===== config.mk =====
export PLATFORM = sky130hd
export DESIGN_NAME = ll_fifo_sched
export DESIGN_NICKNAME = d
export VERILOG_FILES = /design/src/rtl/ll_fifo_pkg.sv /design/src/rtl/ll_fifo_sched_rr_arbiter.sv /design/src/rtl/ll_fifo_sched.sv
export SDC_FILE = /design/constraint.sdc
export NUM_CORES = 1
export LEC_CHECK = 0
export BUFFER_PORTS_ARGS = -buffer_cell sky130_fd_sc_hd__buf_2
export CAP_MARGIN = 10
export CORE_MARGIN = 3
export CORE_UTILIZATION = 44
export CTS_CLUSTER_SIZE = 16
export DETAILED_ROUTE_END_ITERATION = 6
export PLACE_DENSITY = 0.81
export SYNTH_ARGS = -nofsm -noshare
export SYNTH_HDL_FRONTEND = slang
export SYNTH_SLANG_ARGS = --single-unit

===== constraint.sdc =====
create_clock -name clk -period 4.5 [get_ports clk]
set_input_delay 0.45 -clock clk [delete_from_list [all_inputs] [get_ports clk]]
set_output_delay 0.45 -clock clk [all_outputs]
set_load 0.02 [all_outputs]

===== src/rtl/ll_fifo_pkg.sv =====
// Width helpers and queue-id helpers shared by the linked-list FIFO scheduler.
package ll_fifo_pkg;

   typedef int unsigned qid_t;

   function automatic int ptr_w(input int depth);
      return $clog2(depth);
   endfunction

   function automatic int sel_w(input int n);
      return (n > 1) ? $clog2(n) : 1;
   endfunction

   // An occupancy counter must hold the value DEPTH itself.
   function automatic int occ_w(input int depth);
      return ptr_w(depth) + 1;
   endfunction

   function automatic qid_t next_qid(input qid_t q, input qid_t n);
      return (q + 1) % n;
   endfunction

endpackage


===== src/rtl/ll_fifo_sched_rr_arbiter.sv =====
// Combinational round-robin arbiter: first requester at or after ptr wins.
module rr_arbiter
   import ll_fifo_pkg::*;
#(
   parameter  int N  = 2,
   localparam int IW = sel_w(N)
) (
   input  logic [N-1:0]  req,
   input  logic [IW-1:0] ptr,
   output logic [N-1:0]  gnt,
   output logic [IW-1:0] gnt_idx
);

   always_comb begin
      gnt     = '0;
      gnt_idx = '0;
      for (int i = 0; i < N; i++) begin
         if (gnt == '0 && req[(int'(ptr) + i) % N]) begin
            gnt[(int'(ptr) + i) % N] = 1'b1;
            gnt_idx                  = IW'((int'(ptr) + i) % N);
         end
      end
   end

endmodule


===== src/rtl/ll_fifo_sched.sv =====
// Push/pop scheduler for the shared linked-list FIFO: quota-limited RR push, RR pop.
// Define LL_FIFO_SCHED_STRICT_Q0_EN to give queue 0 strict priority on the pop side.
module ll_fifo_sched
   import ll_fifo_pkg::*;
#(
   parameter  int WIDTH     = 4,
   parameter  int DEPTH     = 2,
   parameter  int NUM_FIFOS = 2,
   parameter  int QUOTA     = DEPTH,
   localparam int SEL_WIDTH = sel_w(NUM_FIFOS),
   localparam int OCC_W     = occ_w(DEPTH)
) (
   input  logic                       clk,
   input  logic                       rst,
   input  logic [NUM_FIFOS-1:0]       enq_vld,
   input  logic [NUM_FIFOS*WIDTH-1:0] enq_data,
   output logic [NUM_FIFOS-1:0]       enq_rdy,
   input  logic [NUM_FIFOS-1:0]       deq_rdy,
   output logic                       out_vld,
   output logic [SEL_WIDTH-1:0]       out_qid,
   output logic [WIDTH-1:0]           out_data,
   output logic                       fifo_push,
   output logic [SEL_WIDTH-1:0]       fifo_push_sel,
   output logic [WIDTH-1:0]           fifo_data_in,
   output logic                       fifo_pop,
   output logic [SEL_WIDTH-1:0]       fifo_pop_sel,
   input  logic                       fifo_full,
   input  logic [WIDTH-1:0]           fifo_data_out,
   output logic [NUM_FIFOS*OCC_W-1:0] occ
);

   logic [NUM_FIFOS-1:0][OCC_W-1:0] occ_q, occ_d;
   logic [SEL_WIDTH-1:0] push_rr_q, push_rr_d, pop_rr_q, pop_rr_d;
   logic                 out_vld_q;
   logic [SEL_WIDTH-1:0] out_qid_q;
   logic [WIDTH-1:0]     out_data_q;

   logic [NUM_FIFOS-1:0] push_elig, pop_elig, push_gnt, pop_rr_gnt, pop_gnt;
   logic [SEL_WIDTH-1:0] push_idx, pop_rr_idx, pop_idx;
   logic                 pop_adv;

   // Pop looks only at registered occupancy, so a word is never popped in its push cycle.
   always_comb begin
      push_elig = '0;
      pop_elig  = '0;
      for (int q = 0; q < NUM_FIFOS; q++) begin
         push_elig[q] = enq_vld[q] & ~fifo_full & (occ_q[q] < OCC_W'(QUOTA));
         pop_elig[q]  = deq_rdy[q] & (occ_q[q] != '0);
      end
   end

   rr_arbiter #(.N(NUM_FIFOS)) u_push_arb (
      .req(push_elig), .ptr(push_rr_q), .gnt(push_gnt), .gnt_idx(push_idx)
   );

   rr_arbiter #(.N(NUM_FIFOS)) u_pop_arb (
      .req(pop_elig), .ptr(pop_rr_q), .gnt(pop_rr_gnt), .gnt_idx(pop_rr_idx)
   );

`ifdef LL_FIFO_SCHED_STRICT_Q0_EN
   // Queue 0 overrides the pop RR and leaves its pointer untouched.
   always_comb begin
      pop_gnt = pop_rr_gnt;
      pop_idx = pop_rr_idx;
      pop_adv = |pop_rr_gnt;
      if (pop_elig[0]) begin
         pop_gnt = NUM_FIFOS'(1);
         pop_idx = '0;
         pop_adv = 1'b0;
      end
   end
`else
   assign pop_gnt = pop_rr_gnt;
   assign pop_idx = pop_rr_idx;
   assign pop_adv = |pop_rr_gnt;
`endif

   assign enq_rdy       = push_gnt;
   assign fifo_push     = |push_gnt;
   assign fifo_push_sel = push_idx;
   assign fifo_data_in  = enq_data[int'(push_idx)*WIDTH +: WIDTH];
   assign fifo_pop      = |pop_gnt;
   assign fifo_pop_sel  = pop_idx;

   always_comb begin
      push_rr_d = push_rr_q;
      pop_rr_d  = pop_rr_q;
      if (fifo_push) push_rr_d = SEL_WIDTH'(next_qid(qid_t'(push_idx), qid_t'(NUM_FIFOS)));
      if (pop_adv)   pop_rr_d  = SEL_WIDTH'(next_qid(qid_t'(pop_idx), qid_t'(NUM_FIFOS)));
      for (int q = 0; q < NUM_FIFOS; q++)
         occ_d[q] = occ_q[q] + OCC_W'(push_gnt[q]) - OCC_W'(pop_gnt[q]);
   end

   always_ff @(posedge clk) begin
      if (rst) begin
         occ_q      <= '0;
         push_rr_q  <= '0;
         pop_rr_q   <= '0;
         out_vld_q  <= 1'b0;
         out_qid_q  <= '0;
         out_data_q <= '0;
      end else begin
         occ_q     <= occ_d;
         push_rr_q <= push_rr_d;
         pop_rr_q  <= pop_rr_d;
         out_vld_q <= fifo_pop;
         if (fifo_pop) begin
            out_qid_q  <= pop_idx;
            out_data_q <= fifo_data_out;
         end
      end
   end

   assign out_vld  = out_vld_q;
   assign out_qid  = out_qid_q;
   assign out_data = out_data_q;
   assign occ      = occ_q;

endmodule


-- Word-level counts from Yosys, hierarchy flattened
Cells that the tools add are included.
- add/sub/neg operators: 8
- $lt $le $gt $ge: 10
- shift-type cells: 1
- muxes and demuxes: 26
- bitwise gates (word level): 11
- reductions and logical operators: 12
- operators by type and width (operator ; count):
    2-to-1 mux 1 bit ; 18
    2-to-1 mux 2 bit ; 4
    variable part select 8 x 4 -> 4 bit ; 1
    AND 1 bit ; 6
    logical AND 1 bit ; 6
    < comparator 2 x 3 -> 1 bit, second input constant ; 2
    adder 1 bit, second input constant ; 4
    adder 2 x 1 -> 2 bit ; 2
    demux 1 bit (select 1 bit) ; 4
    greater-or-equal comparator 2 x 1 -> 1 bit, second input constant ; 2
    logical NOT 2 bit ; 2
    < comparator 1 x 2 -> 1 bit, second input constant ; 2
    < comparator 2 bit, second input constant ; 2
    bitwise OR 2 bit ; 2
    nonzero test 2 bit ; 2
    OR reduction 2 bit ; 2
    subtractor 2 x 1 -> 2 bit ; 2
    AND 1 bit, first input constant ; 2
    greater-or-equal comparator 1 bit, second input constant ; 2
    inverter 1 bit ; 1
- flip-flop bits (word level): 12
- input port bits: 19
- output and inout port bits: 20
- word-level logic and storage cells: 75

-- Longest topological paths before layout
Gate-level depths: netlist of run 1.
- depth in word-level cells: 11
- gate-level depth with buffers: 10
- depth with buffers taken out: 9

-- Modules after synthesis
Synthesis of run 1 repeated with hierarchy kept, for this count alone.
- cell total of the unflattened synthesis: 67
- area total of the unflattened synthesis: 655.6 um2
- modules (own cells, without submodules) (module ; instances ; cells each ; area an instance (um2)):
    ll_fifo_sched ; 1 ; 59 ; 603.1
    rr_arbiter ; 2 ; 4 ; 26.3

-- Worst setup path after synthesis of run 1
OpenSTA, ideal clock, no wires.
- path type: flip-flop to flip-flop
- start: reg occ_q (netlist bit occ[1])
- end: reg occ_q (netlist bit occ[1])
- data arrival time: 1.890 ns
- data required time: 4.368 ns
- path slack: 2.479 ns
- stages on the path, launching flop included: 7
- path buffers: 0
- clock period less this slack: 2.021 ns
- cells stage by stage: dfxtp_1 > nand2b_1 > a311oi_1 > ha_1 > xor2_1 > and2_1 > nor3_1
- longest elaborated chain between the ends: 10
- elaborated cells between the ends (all ways): 26
- those cells by class: add/sub: 2; order compare: 1; mux: 14; bitwise: 4; reduce/logical: 5
- ends and longest elaborated chain (item ; line ; RTL):
    start: declaration ; ll_fifo_sched.sv:32 ; logic [NUM_FIFOS-1:0][OCC_W-1:0] occ_q, occ_d;
    start signal: assignment ; ll_fifo_sched.sv:96 ; occ_q <= '0;
    start signal: assignment ; ll_fifo_sched.sv:103 ; occ_q <= occ_d;
    < comparator 2 bit (*) ; ll_fifo_sched.sv:47 ; push_elig[q] = enq_vld[q] & ~fifo_full & (occ_q[q] < OCC_W'(QUOTA));
    AND 1 bit (*) ; ll_fifo_sched.sv:47 ;
    2-to-1 mux 1 bit (not written as such) (2 in series) ; ll_fifo_sched_rr_arbiter.sv:18 ; if (gnt == '0 && req[(int'(ptr) + i) % N]) begin
    2-to-1 mux 2 bit ; ll_fifo_sched_rr_arbiter.sv:18 ;
    logical NOT 2 bit ; ll_fifo_sched_rr_arbiter.sv:18 ;
    logical AND 1 bit ; ll_fifo_sched_rr_arbiter.sv:18 ;
    2-to-1 mux 2 bit (*) ; ll_fifo_sched_rr_arbiter.sv:18 ;
    via enq_rdy[0] ; ll_fifo_sched.sv:17 ; output logic [NUM_FIFOS-1:0] enq_rdy,
    adder 2 x 1 -> 2 bit (*) ; ll_fifo_sched.sv:91 ; occ_d[q] = occ_q[q] + OCC_W'(push_gnt[q]) - OCC_W'(pop_gnt[q]);
    subtractor 2 x 1 -> 2 bit (*) ; ll_fifo_sched.sv:91 ;
Mark *: on every way through the listed nets, which the timed path passes. The rest lies on a longest branch. The select of a mux whose other input is x is not followed.
A chain may end at the register's enable or synchronous reset.

-- Worst setup path in the final report of run 1
- start: reg occ_q (netlist bit occ[3])
- end: out fifo_data_in[3]
- longest elaborated chain between the ends: 9
- elaborated cells between the ends (all ways): 13
- those cells by class: order compare: 1; shift: 1; mux: 8; bitwise: 1; reduce/logical: 2
- ends and longest elaborated chain (item ; line ; RTL):
    < comparator 2 bit (*) ; ll_fifo_sched.sv:47 ;
    AND 1 bit (*) ; ll_fifo_sched.sv:47 ;
    2-to-1 mux 1 bit (not written as such) (2 in series) ; ll_fifo_sched_rr_arbiter.sv:18 ;
    2-to-1 mux 2 bit ; ll_fifo_sched_rr_arbiter.sv:18 ;
    logical NOT 2 bit ; ll_fifo_sched_rr_arbiter.sv:18 ;
    logical AND 1 bit ; ll_fifo_sched_rr_arbiter.sv:18 ;
    2-to-1 mux 1 bit (*) ; ll_fifo_sched_rr_arbiter.sv:18 ;
    variable part select 8 x 4 -> 4 bit (*) ; ll_fifo_sched.sv:81 ; assign fifo_data_in = enq_data[int'(push_idx)*WIDTH +: WIDTH];
    end: declaration ; ll_fifo_sched.sv:24 ; output logic [WIDTH-1:0] fifo_data_in,
Mark *: on every way between the ends. The rest lies on a longest branch, timed or not. The select of a mux whose other input is x is not followed.

==> metrics.txt, run 1 <==
Yosys top cell area share=roughly 37%; post-DR vias/cell=between 5 and 6; reg2reg path depth=9; Initial Util=48.2%; clk_skew=approximately 0.0096 ns; hold path depth=3; core area=1330 um^2; RSZ-0062 raised after global routing=false; worst rel slew slack=~66%; global-route met1 utilization=a little under a fifth; P per Cell Area=about 590 nW/um^2; CTS tree=built; register area=between 200 and 250 um^2; met3 usage=approximately 6.1%; grt total ovfl=0; routability cong.=~0.68; Hold Buf Count CTS=0; clock buffer depth=2; #FFs+latches synth=12; Mean Syn Cell Area=8.93 um^2; Pre-antenna DRT Iters=4; Detail Placement HPWL=approximately 1200 um; CP peak stage delay=0.37 ns; vias in the first global route=606; most frequent cells in the layout=38 x buf_2, 12 x dfxtp_1, 8 x inv_1, 8 x a21oi_1; CP Launch Type=register; area grow syn2layout=36.8%; Place WS=between 2 and 2.5 ns; H-tree levels=1; GRT Overall Usage=between 15 and 20%; WP data required=4.05 ns; Die Area=1960 um^2; min-delay worst type=in2reg; fmax=roughly 0.49 GHz; Layout Utilization=65.9%; via count=between 600 and 700; die width=roughly 44 um; # fillers=129; clk root buf=clkbuf_4; R2R Setup Slk=about 2.6 ns; Arr. time, crit path=about 1.6 ns; fraction of layout cells with a size suffix above 1=between 40% and 50%; num rows=13; post-CTS sizing=0; worst r2r dst=occ[3]; # diodes=0; CP cell instances=nand2b_4, nor3_4, mux2_2, buf_2; pin count of the biggest net entering global routing=13; clk sinks=12; fin crit period=between 2 and 2.5 ns; met2 track utilization from global routing=just over 30%; # nets final=between 100 and 150; Post-route DRC=0; Gate Count Post-Synth=72; post-route setup slack=2.46 ns; Total Wirelength=approximately 1500 um; crit end category=output port; placed insts=~120; CTS Buf Count=3; die height=44.2 um; LEAKAGE=around 0.46 nW; Layout Cells excl Fill=roughly 130; hold path startpoint=fifo_data_out[0]; period utilisation layout=between 40% and 50%; Top Usage Layer GRT=met2; VDD IR max=approximately 260 uV; Ys Warns=0; reg-to-reg critical path startpoint=occ[1]; IO Count=39; count of input and output buffers=38; Slew @ Worst Pin=0.511 ns; Distinct cells, synth=25; first-pass GRT wire length=between 2000 and 3000 um; slowest CP cell=mux2_2; Crit Path Class=reg2out; main area contributors after synthesis=dfxtp_1 37%, ha_1 7.8%, mux2_2 7.0%; footprint of the multi-input gates=between 300 and 400 um^2; antenna-violating nets left=0; synthesized area=643 um^2; initial DRC count=7; WHS Endpoint=out_data[0]; MaxCap Viol Count=0; Final Setup Violations=0; Final Hold Viols=0; Mapped Nets=95; initial antenna violation count=0; commonest non-fill, non-tap cell in the layout=buf_2; status=complete, no violations; crit path max fanout=6; fin. max-slew vios=0; area leader, netlist=dfxtp_1; post-synthesis sequential area ratio=37.4%; postcts setup bufs=0; setup TNS=0 ns; routed len/inst=around 11 um; Clock transition at path regs=~0.08 ns; clk_lat worst skew=around 0.28 ns
-- through the flow --
stage | instance area (um^2) | hold slack [ns] | total power, mW
finish | 880 | 0.425 | 0.515
global route | 880 | 0.439 | 0.560
CTS | 880 | 0.411 | 0.525
detailed placement | 843 | 0.463 | 0.435
global placement | 843 | 0.450 | 0.426
floorplan | 643 | 0.460 | 0.357
-- registers in the layout (all words and copies together), names as in the netlist --
signal	cells
push_rr_q	1
out_data	4
out_vld	1
out_qid	1
pop_rr_q	1
occ	4
-- where the power goes --
group | switching (mW) | leakage [nW] | internal (mW)
clock | 0.0376 | 0.0210 | 0.0493
combinational | 0.156 | 0.342 | 0.106
sequential | 0.0258 | 0.0984 | 0.140
total | 0.220 | 0.461 | 0.296
-- cell type report --
type                       instances  share of cell area, %
clock buffer                       4                   4.13
inverter                           8                   3.41
multi-input combinational         50                   41.4
sequential                        12                   27.3
tap                               15                   2.13
timing repair buffer              38                   21.6
-- worst max path at each step --
stage	startpoint	endpoint	slack, ns	cells after the start
global route	occ[1]	fifo_data_in[0]	2.33	4
detailed placement	deq_rdy[0]	occ[3]	2.48	10
floorplan	occ[1]	occ[1]	2.48	6
finish	occ[3]	fifo_data_in[3]	2.46	4
CTS	occ[3]	fifo_data_in[3]	2.43	4
global placement	deq_rdy[0]	occ[3]	2.51	10
-- logic make-up (layout without fill, tap and decap cells) --
group           Yosys count  after routing  share of synthesized area, %
fa+ha+maj                 4              4                          7.78
buf+inv                  10             50                          6.03
simple gates             20             20                          21.2
compound gates           19             19                          16.5
mux                       4              4                          7.00
flops                    12             12                          37.4
xor+xnor                  3              3                          4.09
-- layer usage --
layer	share of wire, %	routed length [um]
met1	38	545
met2	54	786
met3	5.9	85
met4	2.2	32
met5	0	0
-- cells in the mapped netlist (all sizes together) --
cell / count
nor2b: 2
nor3: 3
a311oi: 1
dfxtp: 12
o21a: 2
inv: 8
nand3b: 4
nor2: 5
a21oi: 8
or3: 1
and2: 1
ha: 4
xnor2: 2
nand2b: 2
a211oi: 1
buf: 1
mux2: 4
xor2: 1
nor3b: 1
o21ai: 7
nand2: 1
clkbuf: 1
-- worst max-delay path, delay by kind of cell, from the launching register on --
family	cells	cell delay [ns]
mux	1	0.37
simple gates	2	0.44
flops	1	0.34
buf+inv	1	0.16
Power figures use the tool's default switching activity.
==> run 2: changes to the inputs <==
Settings changed: CORE_UTILIZATION 44 to 37, PLACE_DENSITY 0.81 to 0.73.
Clock period 4.5 ns to 1.7 ns, I/O delays scaled along.
==> run 2 against run 1 <==
  * The run now ends with negative setup slack left
  * Clock skew down 0.0017 ns
  * Core utilization down 1.3 points
  * Flip-flop and latch count unchanged
  * Worst hold slack worse by 0.26 ns
  * Power rose to 2.9 times the previous value
  * Critical path depth up 1
  * Sequential power rose to 2.9 times the previous value
  * Sequential share of layout area down 2.5 points
  * Cell area up 16%
  * Critical path type unchanged
  * Largest power group unchanged
==> metrics.txt, run 2 (synthesized netlist as in run 1, its figures left out) <==
status=finished with violations; failing checks=negative setup slack; post-DR vias/cell=about 5; crit end category=output port; placed insts=between 100 and 150; clk root buf=clkbuf_4; initial DRC count=5; # fillers=approximately 130; core area=between 1500 and 2000 um^2; area grow syn2layout=58.4%; Clock transition at path regs=about 0.08 ns; Net Sw Frac=a little over two fifths; clock buffer depth=2; hold path depth=3; hold path startpoint=fifo_data_out[1]; Clock power frac=roughly 12%; worst rel slew slack=82.8%; vias in the first global route=591; routability cong.=0.755; GRT Overall Usage=about 17%; design area=between 1000 and 1500 um^2; crit path max fanout=4; Die Area=approximately 2300 um^2; num rows=14; CTS tree=built; VDD IR max=around 670 uV; Gate power share=between 50% and 60%; commonest non-fill, non-tap cell in the layout=buf_2; R2R Setup Slk=around 0.040 ns; Seq pwr share=32.2%; most frequent cells in the layout=34 x buf_2, 8 x inv_1, 8 x dfxtp_1, 7 x a21oi_1; H-tree levels=1; Net Switching=around 630 uW; Pre-antenna DRT Iters=4; MaxCap Viol Count=0; P per Cell Area=about 1500 nW/um^2; setup TNS=-0.138 ns; Layout Utilization=64.6%; pin count of the biggest net entering global routing=13; via count=roughly 670; CP Launch Type=register; clk_skew=just under 0.008 ns; Layout Cells excl Fill=about 130; min-delay worst type=in2reg; Pwr Total=around 1.5 mW; fin crit period=1.74 ns; initial antenna violation count=0; RSZ-0062 raised after global routing=true; first-pass GRT wire length=between 2000 and 3000 um; WP data required=between 1.5 and 2 ns; Post-DP Area=a little over 900 um^2; CTS Buf Count=3; # nets final=approximately 140; grt total ovfl=0; die width=~48 um; reg-to-reg critical path startpoint=occ[2]; Initial Util=between 40% and 50%; Detail Placement HPWL=between 1000 and 1500 um; count of input and output buffers=38; fmax=about 0.57 GHz; Post-route DRC=0; Crit Path Class=reg2out; Internal Power=844 uW; post-route setup slack=-0.0403 ns; routed len/inst=12.3 um; Total Wirelength=1650 um; worst r2r dst=occ[3]; period utilisation layout=102%; WHS Endpoint=out_data[1]; Slew @ Worst Pin=about 0.26 ns; reg2reg path depth=9; Final Hold Viols=0; IO Count=39; fraction of layout cells with a size suffix above 1=between 50 and 60%; die height=47.7 um; Final Setup Violations=4; Arr. time, crit path=around 1.6 ns; antenna-violating nets left=0; fin. max-slew vios=0; clk_lat worst skew=~0.28 ns; LEAKAGE=just over 0.5 nW; clk sinks=12; # diodes=0
## run 2: changes by cell type in the layout (fill, tap and decap cells not counted), moves of 2 or more
cell	delta
o21ai_1	-2
dfxtp_1	-4
dfxtp_4	+3
buf_2	-4
mux2_4	+4
buf_6	+5
buf_4	+5
mux2_2	-4
## run 2: how the worst max path moves through the flow
stage,endpoint,cells past startpoint,from
2_1_floorplan,occ[3],10,occ[2]
3_3_place_gp,occ[1],8,occ[2]
3_5_place_dp,occ[3],9,occ[1]
4_1_cts,fifo_data_in[2],5,occ[3]
5_1_grt,fifo_data_in[0],5,occ[3]
6_report,fifo_data_in[0],5,push_rr_q
## run 2: what timing repair did
action                                 CTS  global route
pin swaps                                1             1
resized for setup                       13             3
endpoints found under the hold margin    0             0
setup endpoints to repair                4             6
setup buffers                            4             0
hold buffers                             0             0
## run 2: per-stage QoR
step           worst slack [ns]  hold WS, ns
6_report                -0.0403        0.160
5_1_grt                  -0.102        0.155
3_5_place_dp             0.0401        0.447
3_3_place_gp             0.0544        0.437
4_1_cts                 -0.0477        0.152
2_1_floorplan          -0.00395        0.232
## run 2: power groups by stage
stage	Combinational (mW)	Clock (mW)	Sequential [mW]
final	0.822	0.179	0.476
after global placement	0.750	0	0.462
after CTS	0.818	0.187	0.464
after global routing	0.913	0.198	0.490
after floorplan	0.456	0	0.554
after detailed placement	0.763	0	0.470
## run 2: final cells by class
class	instances	area [um^2]	share of cell area (%)
Timing Repair Buffer	44	264	25.9
Clock buffer	3	22.5	2.21
Tap cell	16	20.0	1.97
Sequential cell	12	253	24.8
Multi-Input combinational cell	50	425	41.8
Clock inverter	1	3.75	0.369
Inverter	8	30.0	2.95
## run 2: layer usage
| layer | wire length, um | vias up | track usage (%) |
|---|---|---|---|
| li1 | - | 340 | - |
| met2 | 876 | 16 | 27.7 |
| met3 | 50 | 2 | 6.02 |
| met1 | 704 | 309 | 19.5 |
| met5 | 0 | - | 0 |
| met4 | 21 | 0 | 5.91 |
## run 2: critical path, stage by stage, from the launching register on
cell and delay [ns]:
dfxtp_1 0.36, nor3b_2 0.29, nor3_4 0.07, buf_4 0.14, mux2_4 0.30, buf_6 0.13
